[config.mk]
export PLATFORM = sky130hd
export DESIGN_NAME = dacmux_seq_flat
export DESIGN_NICKNAME = d
export VERILOG_FILES = /design/src/rtl/dacmux_seq_if.sv /design/src/rtl/dacmux_seq.sv /design/src/flat_wrapper.sv
export SDC_FILE = /design/constraint.sdc
export NUM_CORES = 1
export LEC_CHECK = 0
export ABC_AREA = 1
export CAP_MARGIN = 20
export CORE_ASPECT_RATIO = 0.9
export CORE_MARGIN = 2
export CORE_UTILIZATION = 48
export DETAILED_ROUTE_END_ITERATION = 12
export PLACE_DENSITY = 0.9
export SYNTH_ARGS = -nofsm -noshare
export SYNTH_HDL_FRONTEND = slang
export SYNTH_SLANG_ARGS = --single-unit
export TNS_END_PERCENT = 20
[constraint.sdc]
create_clock -name clk -period 2.86 [get_ports clk]
set_input_delay 0.572 -clock clk [delete_from_list [all_inputs] [get_ports clk]]
set_output_delay 0.572 -clock clk [all_outputs]
set_load 0.02 [all_outputs]
[src/rtl/dacmux_seq_if.sv]
// Register-side and analog-side signals of the shared DAC/comparator sequencer.
interface dacmux_seq_if #(
    parameter int NCH = 10
);
    logic [NCH-1:0]   dac_en;
    logic [NCH-1:0]   sar_en;
    logic [NCH-1:0]   wr_vs;
    logic [7:0]       wdat;
    logic             comp_i;
    logic [7:0]       dac_v;
    logic [NCH-1:0]   dac_sel;
    logic             dac_act;
    logic [8*NCH-1:0] vs;
    logic [NCH-1:0]   comp;
    logic             busy;
    logic             scan_done;

    modport master (
        output dac_en, sar_en, wr_vs, wdat, comp_i,
        input  dac_v, dac_sel, dac_act, vs, comp, busy, scan_done
    );

    modport slave (
        input  dac_en, sar_en, wr_vs, wdat, comp_i,
        output dac_v, dac_sel, dac_act, vs, comp, busy, scan_done
    );
endinterface

[src/rtl/dacmux_seq.sv]
// Round-robin time-multiplexer of the shared 8-bit DAC and comparator.
//
//  state    | meaning
//  ---------+-----------------------------------------------------------
//  S_IDLE   | no channel enabled, DAC/mux off
//  S_SEL    | pick next enabled channel, load select and first DAC code
//  S_SETTLE | wait TSET cycles for DAC/comparator to settle
//  S_SAMPLE | capture synchronized comparator; plain: done, SAR: next bit
module dacmux_seq #(
    parameter int         NCH    = 10,
    parameter int         TSET   = 7,
    parameter logic [7:0] RST_VS = 8'h00
) (
    input  logic         clk,
    input  logic         rrstz,
    dacmux_seq_if.slave  bus
);
    localparam int CW = (NCH > 1) ? $clog2(NCH) : 1;
    localparam int TW = $clog2(TSET);

    typedef enum logic [1:0] {S_IDLE, S_SEL, S_SETTLE, S_SAMPLE} state_t;

    state_t         state_q, state_d;
    logic [CW-1:0]  cur_q, cur_d;
    logic           first_q, first_d;
    logic           sar_q, sar_d;
    logic [2:0]     k_q, k_d;
    logic [TW-1:0]  cnt_q, cnt_d;
    logic [7:0]     dac_v_q, dac_v_d;
    logic [NCH-1:0] dac_sel_q, dac_sel_d;
    logic           dac_act_q, dac_act_d;
    logic [NCH-1:0] comp_q, comp_d;
    logic [7:0]     vs_q [NCH];
    logic [1:0]     sync_q;

    logic           comp_s;
    logic [7:0]     acc;
    logic           wb_en;
    logic           abort;
    int             base;
    logic           hi_f, lo_f;
    logic [CW-1:0]  hi_ch, lo_ch, pick;

    assign comp_s = sync_q[1];

    // Two-FF synchronizer for the asynchronous comparator.
    always_ff @(posedge clk or negedge rrstz) begin
        if (!rrstz) sync_q <= 2'b00;
        else        sync_q <= {sync_q[0], bus.comp_i};
    end

    // Next-channel search: lowest enabled channel at/above base, else lowest below it (wrap).
    always_comb begin
        base  = first_q ? 0 : int'(cur_q) + 1;
        hi_f  = 1'b0;
        lo_f  = 1'b0;
        hi_ch = '0;
        lo_ch = '0;
        for (int i = NCH - 1; i >= 0; i--) begin
            if (bus.dac_en[i]) begin
                if (i >= base) begin
                    hi_f  = 1'b1;
                    hi_ch = CW'(i);
                end else begin
                    lo_f  = 1'b1;
                    lo_ch = CW'(i);
                end
            end
        end
        pick = hi_f ? hi_ch : lo_ch;
    end

    // A wrap (pick at or below the previous channel) or an empty pick ends the scan.
    assign bus.scan_done = (state_q == S_SEL) && !hi_f;

    // Next-state and datapath decode.
    always_comb begin
        state_d   = state_q;
        cur_d     = cur_q;
        first_d   = first_q;
        sar_d     = sar_q;
        k_d       = k_q;
        cnt_d     = cnt_q;
        dac_v_d   = dac_v_q;
        dac_sel_d = dac_sel_q;
        dac_act_d = dac_act_q;
        comp_d    = comp_q;
        wb_en     = 1'b0;
        acc       = dac_v_q;
        acc[k_q]  = comp_s;
        // Channel disabled, or its value register rewritten under a SAR conversion.
        abort     = !bus.dac_en[cur_q] || (sar_q && bus.wr_vs[cur_q]);

        case (state_q)
            S_IDLE: begin
                first_d = 1'b1;
                if (|bus.dac_en) state_d = S_SEL;
            end
            S_SEL: begin
                if (hi_f || lo_f) begin
                    cur_d     = pick;
                    first_d   = 1'b0;
                    dac_sel_d = {{(NCH-1){1'b0}}, 1'b1} << pick;
                    dac_act_d = 1'b1;
                    sar_d     = bus.sar_en[pick];
                    k_d       = 3'd7;
                    cnt_d     = TW'(TSET - 1);
                    dac_v_d   = bus.sar_en[pick] ? 8'h80 : vs_q[pick];
                    state_d   = S_SETTLE;
                end else begin
                    dac_sel_d = '0;
                    dac_act_d = 1'b0;
                    state_d   = S_IDLE;
                end
            end
            S_SETTLE: begin
                if (abort) begin
                    state_d = S_SEL;
                end else if (!sar_q && bus.wr_vs[cur_q]) begin
                    dac_v_d = bus.wdat;
                    cnt_d   = TW'(TSET - 1);
                end else if (cnt_q == '0) begin
                    state_d = S_SAMPLE;
                end else begin
                    cnt_d = cnt_q - 1'b1;
                end
            end
            S_SAMPLE: begin
                if (abort) begin
                    state_d = S_SEL;
                end else begin
                    comp_d[cur_q] = comp_s;
                    if (!sar_q) begin
                        state_d = S_SEL;
                    end else if (k_q != 3'd0) begin
                        dac_v_d = acc | (8'h01 << (k_q - 3'd1));
                        k_d     = k_q - 3'd1;
                        cnt_d   = TW'(TSET - 1);
                        state_d = S_SETTLE;
                    end else begin
                        dac_v_d = acc;
                        wb_en   = 1'b1;
                        state_d = S_SEL;
                    end
                end
            end
            default: state_d = S_IDLE;
        endcase
    end

    // Sequencer state and DAC/mux drive registers.
    always_ff @(posedge clk or negedge rrstz) begin
        if (!rrstz) begin
            state_q   <= S_IDLE;
            cur_q     <= '0;
            first_q   <= 1'b1;
            sar_q     <= 1'b0;
            k_q       <= 3'd7;
            cnt_q     <= '0;
            dac_v_q   <= 8'h00;
            dac_sel_q <= '0;
            dac_act_q <= 1'b0;
            comp_q    <= '0;
        end else begin
            state_q   <= state_d;
            cur_q     <= cur_d;
            first_q   <= first_d;
            sar_q     <= sar_d;
            k_q       <= k_d;
            cnt_q     <= cnt_d;
            dac_v_q   <= dac_v_d;
            dac_sel_q <= dac_sel_d;
            dac_act_q <= dac_act_d;
            comp_q    <= comp_d;
        end
    end

    // Channel value registers: bus writes take priority over SAR write-back.
    always_ff @(posedge clk or negedge rrstz) begin
        if (!rrstz) begin
            for (int i = 0; i < NCH; i++) vs_q[i] <= RST_VS;
        end else begin
            for (int i = 0; i < NCH; i++) begin
                if (bus.wr_vs[i])                       vs_q[i] <= bus.wdat;
                else if (wb_en && (cur_q == CW'(i)))   vs_q[i] <= acc;
            end
        end
    end

    // Flatten value registers for readback.
    always_comb begin
        for (int i = 0; i < NCH; i++) bus.vs[8*i +: 8] = vs_q[i];
    end

    assign bus.dac_v   = dac_v_q;
    assign bus.dac_sel = dac_sel_q;
    assign bus.dac_act = dac_act_q;
    assign bus.comp    = comp_q;
    assign bus.busy    = (state_q != S_IDLE);
endmodule

[src/flat_wrapper.sv]
// flat-port wrapper written by rule: the top's interface ports become plain ports
module dacmux_seq_flat 
#(
    parameter int         NCH    = 10,
    parameter int         TSET   = 7,
    parameter logic [7:0] RST_VS = 8'h00
)
  (clk, rrstz, bus_dac_en, bus_sar_en, bus_wr_vs, bus_wdat, bus_comp_i, bus_dac_v, bus_dac_sel, bus_dac_act, bus_vs, bus_comp, bus_busy, bus_scan_done);
  dacmux_seq_if #(.NCH(NCH)) bus_i ();
  input  logic clk;
  input  logic rrstz;
  input wire logic [$bits(bus_i.dac_en)-1:0] bus_dac_en;
  input wire logic [$bits(bus_i.sar_en)-1:0] bus_sar_en;
  input wire logic [$bits(bus_i.wr_vs)-1:0] bus_wr_vs;
  input wire logic [$bits(bus_i.wdat)-1:0] bus_wdat;
  input wire logic [$bits(bus_i.comp_i)-1:0] bus_comp_i;
  output wire logic [$bits(bus_i.dac_v)-1:0] bus_dac_v;
  output wire logic [$bits(bus_i.dac_sel)-1:0] bus_dac_sel;
  output wire logic [$bits(bus_i.dac_act)-1:0] bus_dac_act;
  output wire logic [$bits(bus_i.vs)-1:0] bus_vs;
  output wire logic [$bits(bus_i.comp)-1:0] bus_comp;
  output wire logic [$bits(bus_i.busy)-1:0] bus_busy;
  output wire logic [$bits(bus_i.scan_done)-1:0] bus_scan_done;
  assign bus_i.dac_en = bus_dac_en;
  assign bus_i.sar_en = bus_sar_en;
  assign bus_i.wr_vs = bus_wr_vs;
  assign bus_i.wdat = bus_wdat;
  assign bus_i.comp_i = bus_comp_i;
  assign bus_dac_v = bus_i.dac_v;
  assign bus_dac_sel = bus_i.dac_sel;
  assign bus_dac_act = bus_i.dac_act;
  assign bus_vs = bus_i.vs;
  assign bus_comp = bus_i.comp;
  assign bus_busy = bus_i.busy;
  assign bus_scan_done = bus_i.scan_done;
  dacmux_seq #(.NCH(NCH), .TSET(TSET), .RST_VS(RST_VS)) u_core (.clk(clk), .rrstz(rrstz), .bus(bus_i));
endmodule
; After elaboration in Yosys (flattened, before gate mapping)
; Index checks and enable logic that the tools add are counted.
[classes]
add_sub_neg = 3
magnitude_cmp = 16
eq_ne = 22
shifts = 2
mux = 155
bitwise_logic = 3
reduce_logical = 46
[ops]
columns = op, n
row1 = $mux 8, 29
row2 = $mux 4, 41
row3 = $ge 4x32->1 const A, 4
row4 = $ge 3x32->1 const A, 2
row5 = $ge 5x32->1 const A, 2
row6 = $mux 1, 51
row7 = $mux 3, 11
row8 = $bmux 8 s4, 1
row9 = $ge 1x32->1 const A, 1
row10 = $ge 2x32->1 const A, 1
row11 = $mux 32, 1
row12 = $reduce_bool 2->1, 13
row13 = $pmux 8 s3, 1
row14 = $eq 4x3->1 const B, 4
row15 = $mux 2, 8
row16 = $logic_and 1x1->1, 15
row17 = $bmux 1 s4, 3
row18 = $bwmux 10, 1
row19 = $lt 4x5->1 const B, 2
row20 = $mux 10, 1
row21 = $reduce_or 10->1, 1
row22 = $shl 1x4->10 const A, 1
row23 = $pmux 3 s3, 1
row24 = $bwmux 8, 1
row25 = 35 further kinds, 51
[word_totals]
regBits = 125
inputBits = 41

; Logic depth before layout (Yosys ltp)
[logic_depth]
depth_word = 31
mapped_depth = 29
depth_no_buf = 26

; Worst setup path after synthesis
; No wires, ideal clock.
[synth_path]
path_type = reg-to-reg
start = register u_core.cur_q[0]
end = register u_core.dac_v_q[7] (netlist: u_core.bus.dac_v[7])
setup_time_ns = 0.129
t_arrival_ns = 2.756
required_time_ns = 2.731
slack_ns = -0.025
path_stages_with_launch = 25
period_less_slack_ns = 2.885
path_cell_list = dfrtp_1 > buf_2 > inv_1 > buf_2 > ha_1 > inv_1 > nor2_1 > nor2_1 > nand2_1 > nand2_1 > nand2_1 > nand2_2 > clkinv_1 > nor2_1 > o21bai_2 > nand2_1 > a21oi_4 > buf_6 > nand2_1 > nand3_1 > nand3_1 > nand2_2 > nand2_1 > nand2_1 > a21oi_2
[synth_between]
elab_chain_cells = 31
[synth_rtl]
columns = element, line_no
row1 = from (decl), dacmux_seq.sv:24  ; logic [CW-1:0] cur_q, cur_d;
row2 = from (signal assigned), dacmux_seq.sv:166  ; cur_q <= cur_d;
row3 = $add 4x1->5, dacmux_seq.sv:54  ; base = first_q ? 0 : int'(cur_q) + 1;
row4 = $mux 32, dacmux_seq.sv:54
row5 = $ge 5x32->1, dacmux_seq.sv:61  ; if (i >= base) begin
row6 = $mux 4 / $mux 1 (equally long branches), dacmux_seq.sv:61
row7 = $mux 4 / $mux 1 (equally long branches), dacmux_seq.sv:60  ; if (bus.dac_en[i]) begin
row8 = $mux 4 / $mux 1 (equally long branches), dacmux_seq.sv:61
row9 = $mux 4 / $mux 1 (equally long branches), dacmux_seq.sv:60
row10 = $mux 4 / $mux 1 (equally long branches), dacmux_seq.sv:61
row11 = (+14 left out), n/a
row12 = $mux 4 / $mux 1 (equally long branches), dacmux_seq.sv:60
row13 = $mux 4, dacmux_seq.sv:70  ; pick = hi_f ? hi_ch : lo_ch;
row14 = $not 4->5 (implied by the code), dacmux_seq.sv:108  ; dac_v_d = bus.sar_en[pick] ? 8'h80 : vs_q[pick];
row15 = $bmux 8 s4, dacmux_seq.sv:108
row16 = $mux 8 (implied by the code) (2 in a row), dacmux_seq.sv:108
row17 = $mux 8, dacmux_seq.sv:108
row18 = $mux 8, dacmux_seq.sv:100  ; if (hi_f || lo_f) begin
row19 = $pmux 8 s3, dacmux_seq.sv:94  ; case (state_q)
row20 = to (signal assigned), dacmux_seq.sv:171  ; dac_v_q <= dac_v_d;
row21 = to (decl), dacmux_seq.sv:29  ; logic [7:0] dac_v_q, dac_v_d;
; Parallel ways exist; a longest one is shown, timed or not. The select of a mux whose other input is x is not followed.
; A chain may end at the register's enable or synchronous reset.

; Worst setup path in the final report
[layout_path]
start = register u_core.cur_q[0]
end = register u_core.dac_v_q[1] (netlist: u_core.bus.dac_v[1])
; Same word-level chain as after synthesis.

==> impl_metrics.env <==
export IMPL_status="finished, violations left"
export IMPL_violations="setup timing"
export IMPL_syn_cell_area_um2=7890
export IMPL_core_um2=16100
export IMPL_critPathMaxFanout=6
export IMPL_remaining_drc_errors=0
export IMPL_slowest_delay_ns=0.43
export IMPL_fin_ws_ns=-0.287
export IMPL_nFillCells=1167
export IMPL_switching_share_pct=48.1
export IMPL_tns_ns=-3.09
export IMPL_path_cells="inv_2 > ha_4 > inv_4 > nor2_4 > nor2_4 > nand2_1 > nand2_1 > nand2_2 > nand2_4 > nor2_4 > nand2_2 > nor2_4 > nand2_2 > nand3_4 > buf_4 > nand3_2 > nor2_1 > nor2_1 > nand3_1 > nand3_1 > nand3_1 > a21boi_1"
export IMPL_cap_violations=0
export IMPL_clk_path_buf_depth=2
export IMPL_ant_nets=0
export IMPL_postLayoutCoreUtil_pct=72.9
export IMPL_finalCritPeriodShare_pct=110
export IMPL_diodes=0
export IMPL_crit_path_frequent_cell="nor2_4"
export IMPL_port_buffers=151
export IMPL_combPwrFrac_pct=65.1
export IMPL_dr_total_vias=9594
export IMPL_dpl_hpwl_mm=22.2
export IMPL_sequentialPowerShare_pct=19.9
export IMPL_htreeDepth=4
export IMPL_placementRows=44
export IMPL_maxSlewHeadroom_pct=22.4
export IMPL_fin_nets=1412
export IMPL_setup_violations=19
export IMPL_yosysWarnings=0
export IMPL_slowest_stage="dfrtp_2"
export IMPL_overflow=0
export IMPL_drive_above_1_share_pct=22.0
export IMPL_worstMarginPinSlew_ns=1.15
export IMPL_drt_iter0_markers=1554
export IMPL_place_ws_ns=-0.297
export IMPL_start_util_pct=48.9
export IMPL_tritoncts="yes"
export IMPL_powerDensity_nw_per_um2=1230
export IMPL_clk_insertion_delay_late_ns=0.43
export IMPL_avgSynthCellArea_um2=7.12
export IMPL_rsz0062_at_grt="yes"
export IMPL_finalPower_uw=14400
export IMPL_synthDistinctLibCells=43
export IMPL_track_usage_pct=35.8
export IMPL_synth_edff_count=0
export IMPL_p_sw_uw=6940
export IMPL_die_width_um=139
export IMPL_synth_seq_cells=125
export IMPL_synth_main_ff_cell="dfrtp_1"
export IMPL_endpoint_kind="flip-flop"
export IMPL_antenna_found_initial=0
export IMPL_synth_top_cells_by_area="dfrtp_1 (38%), nand2_1 (11%), o21ai_0 (8.8%)"
export IMPL_grt_max_degree=43
export IMPL_area_delta_synth_final_pct=48.9
export IMPL_criticalPathCategory="flip-flop to flip-flop"
export IMPL_register_area_um2=3140
export IMPL_critPathArrivalTime_ns=3.45
export IMPL_clockPowerShare_pct=15.0
export IMPL_post_drt_wl_per_cell_um=21.0
export IMPL_yosys_area_top_type="dfrtp_1"
export IMPL_grt_pass1_wl_mm=48.7
export IMPL_seq_area_frac_synth_pct=39.7
export IMPL_routed_wl_mm=33.1
export IMPL_hold_path_class="input port to async pin"
export IMPL_die_area_um2=17500
export IMPL_peakVddDrop_v=0.000702
export IMPL_cts_clk_slew_worst_paths_ns=0.06
export IMPL_fmax_ghz=0.318
export IMPL_synth_commonest_cells="nand2_1 (231), o21ai_0 (138), nor2_1 (132)"
export IMPL_yosysMostFrequentCell="nand2_1"
export IMPL_finalMaxSlewViolations=0
export IMPL_drt_pass1_iterations=7
export IMPL_syn_nets=1162
export IMPL_place_congestion=1.03
export IMPL_multi_input_area_um2=4430
export IMPL_p_leak_uw=0.00531
export IMPL_yosys_area_top_type_share_pct=38.4
export IMPL_fin_crit_ns=3.15
export IMPL_cts_buffers=17
export IMPL_first_global_vias=9053
export IMPL_syn_inst=1108
export IMPL_worst_setup_path_start_kind="flip-flop"
export IMPL_finClkSkew_ns=0.00798
export IMPL_die_y_um=126
export IMPL_hold_viol=0
export IMPL_async_flop_share_pct=100
export IMPL_cts_sinks=125
export IMPL_p_int_uw=7490
export IMPL_avgViaCountPerCell=6.08
export IMPL_required_ns=3.16
export IMPL_top_level_ports=152
export IMPL_cts_root_buf="clkbuf_16"
## layout by cell type, fill, tap and decap left out, drive strengths merged, types with 19 or more instances in the layout
cell | Yosys | routed
clkbuf | 34 | 22
nor2 | 140 | 140
clkdlybuf4s50 | 0 | 149
o21ai | 154 | 154
buf | 27 | 140
a21oi | 76 | 76
nor3 | 19 | 19
nand3 | 73 | 74
nand2 | 246 | 247
o211ai | 23 | 23
inv | 111 | 113
dfrtp | 121 | 121
## timing repair
item / in CTS / in global routing
buffers inserted: 22 / 14
cloned: 2 / 3
endpoints found under the setup margin: 20 / 120
resized for setup: 59 / 86
hold buffers: 0 / 0
pin swaps: 39 / 56
## registers in the layout (all words and copies together), names as in the netlist
| name | flops |
|---|---|
| u_core.bus.vs | 80 |
| u_core.bus.comp | 10 |
| u_core.bus.dac_sel | 10 |
| u_core.bus.dac_v | 8 |
| u_core.cur_q | 4 |
| u_core.cnt_q | 3 |
| u_core.k_q | 3 |
| u_core.state_q | 2 |
| u_core.sync_q | 2 |
| u_core.bus.dac_act | 1 |
| u_core.first_q | 1 |
| u_core.sar_q | 1 |
## stage by stage
step / instances / hold slack [ns] / instance area (µm²)
2_1_floorplan: 1108 / 0.276 / 7900
3_3_place_gp: 1509 / 0.336 / 10400
3_5_place_dp: 1509 / 0.338 / 10400
4_1_cts: 1563 / 0.144 / 11300
5_1_grt: 1578 / 0.165 / 11800
6_report: 1578 / 0.134 / 11800
## layer usage
metal	part of all wire (%)	global-route usage, %	routed length [µm]
met1	36	46.5	11900
met2	44	55.1	14600
met3	13	9.09	4260
met4	6.8	20.0	2260
met5	0	0	0
## cell families after synthesis
group | synth area share, %
simple gates | 28.0
compound gates | 21.0
buf+inv | 9.24
flops | 39.7
fa+ha+maj | 2.06
## cell type report
cell class	count	share of cell area, %
inverter	118	3.89
tap	207	2.20
clock buffer	21	4.09
clock inverter	11	0.905
sequential	125	26.7
timing repair buffer	290	24.5
multi-input combinational	806	37.7
## power by group through the flow
stage          Combinational, µW  Clock, µW  Sequential [µW]
2_1_floorplan               3760          0             3240
3_3_place_gp                7430          0             2840
3_5_place_dp                7560          0             2830
4_1_cts                     8360       2140             2820
5_1_grt                     9860       2240             2910
6_report                    9400       2160             2880
## critical path, delay by kind of cell, from the launching register on
kind	cells	cell delay, ns
adder cells (fa/ha/maj)	1	0.28
buffers and inverters	3	0.26
AND/OR/NAND/NOR	17	1.98
flip-flops	1	0.43
AO/OA/AOI/OAI	1	0.07
## final timing paths
path | cells past startpoint | slack [ns] | startpoint | to
worst max-delay path | 22 | -0.29 | u_core.cur_q[0] | u_core.bus.dac_v[1]
worst min-delay path | 1 | 0.13 | rrstz | u_core.bus.vs[66]
worst max register to register | 22 | -0.29 | u_core.cur_q[0] | u_core.bus.dac_v[1]
worst min register to register | 0 | 0.35 | u_core.sync_q[0] | u_core.sync_q[1]
max in group asynchronous | 2 | 1.95 | rrstz | u_core.bus.comp[0]
min in group clk | 0 | 0.35 | u_core.sync_q[0] | u_core.sync_q[1]
Power figures use the tool's default switching activity.
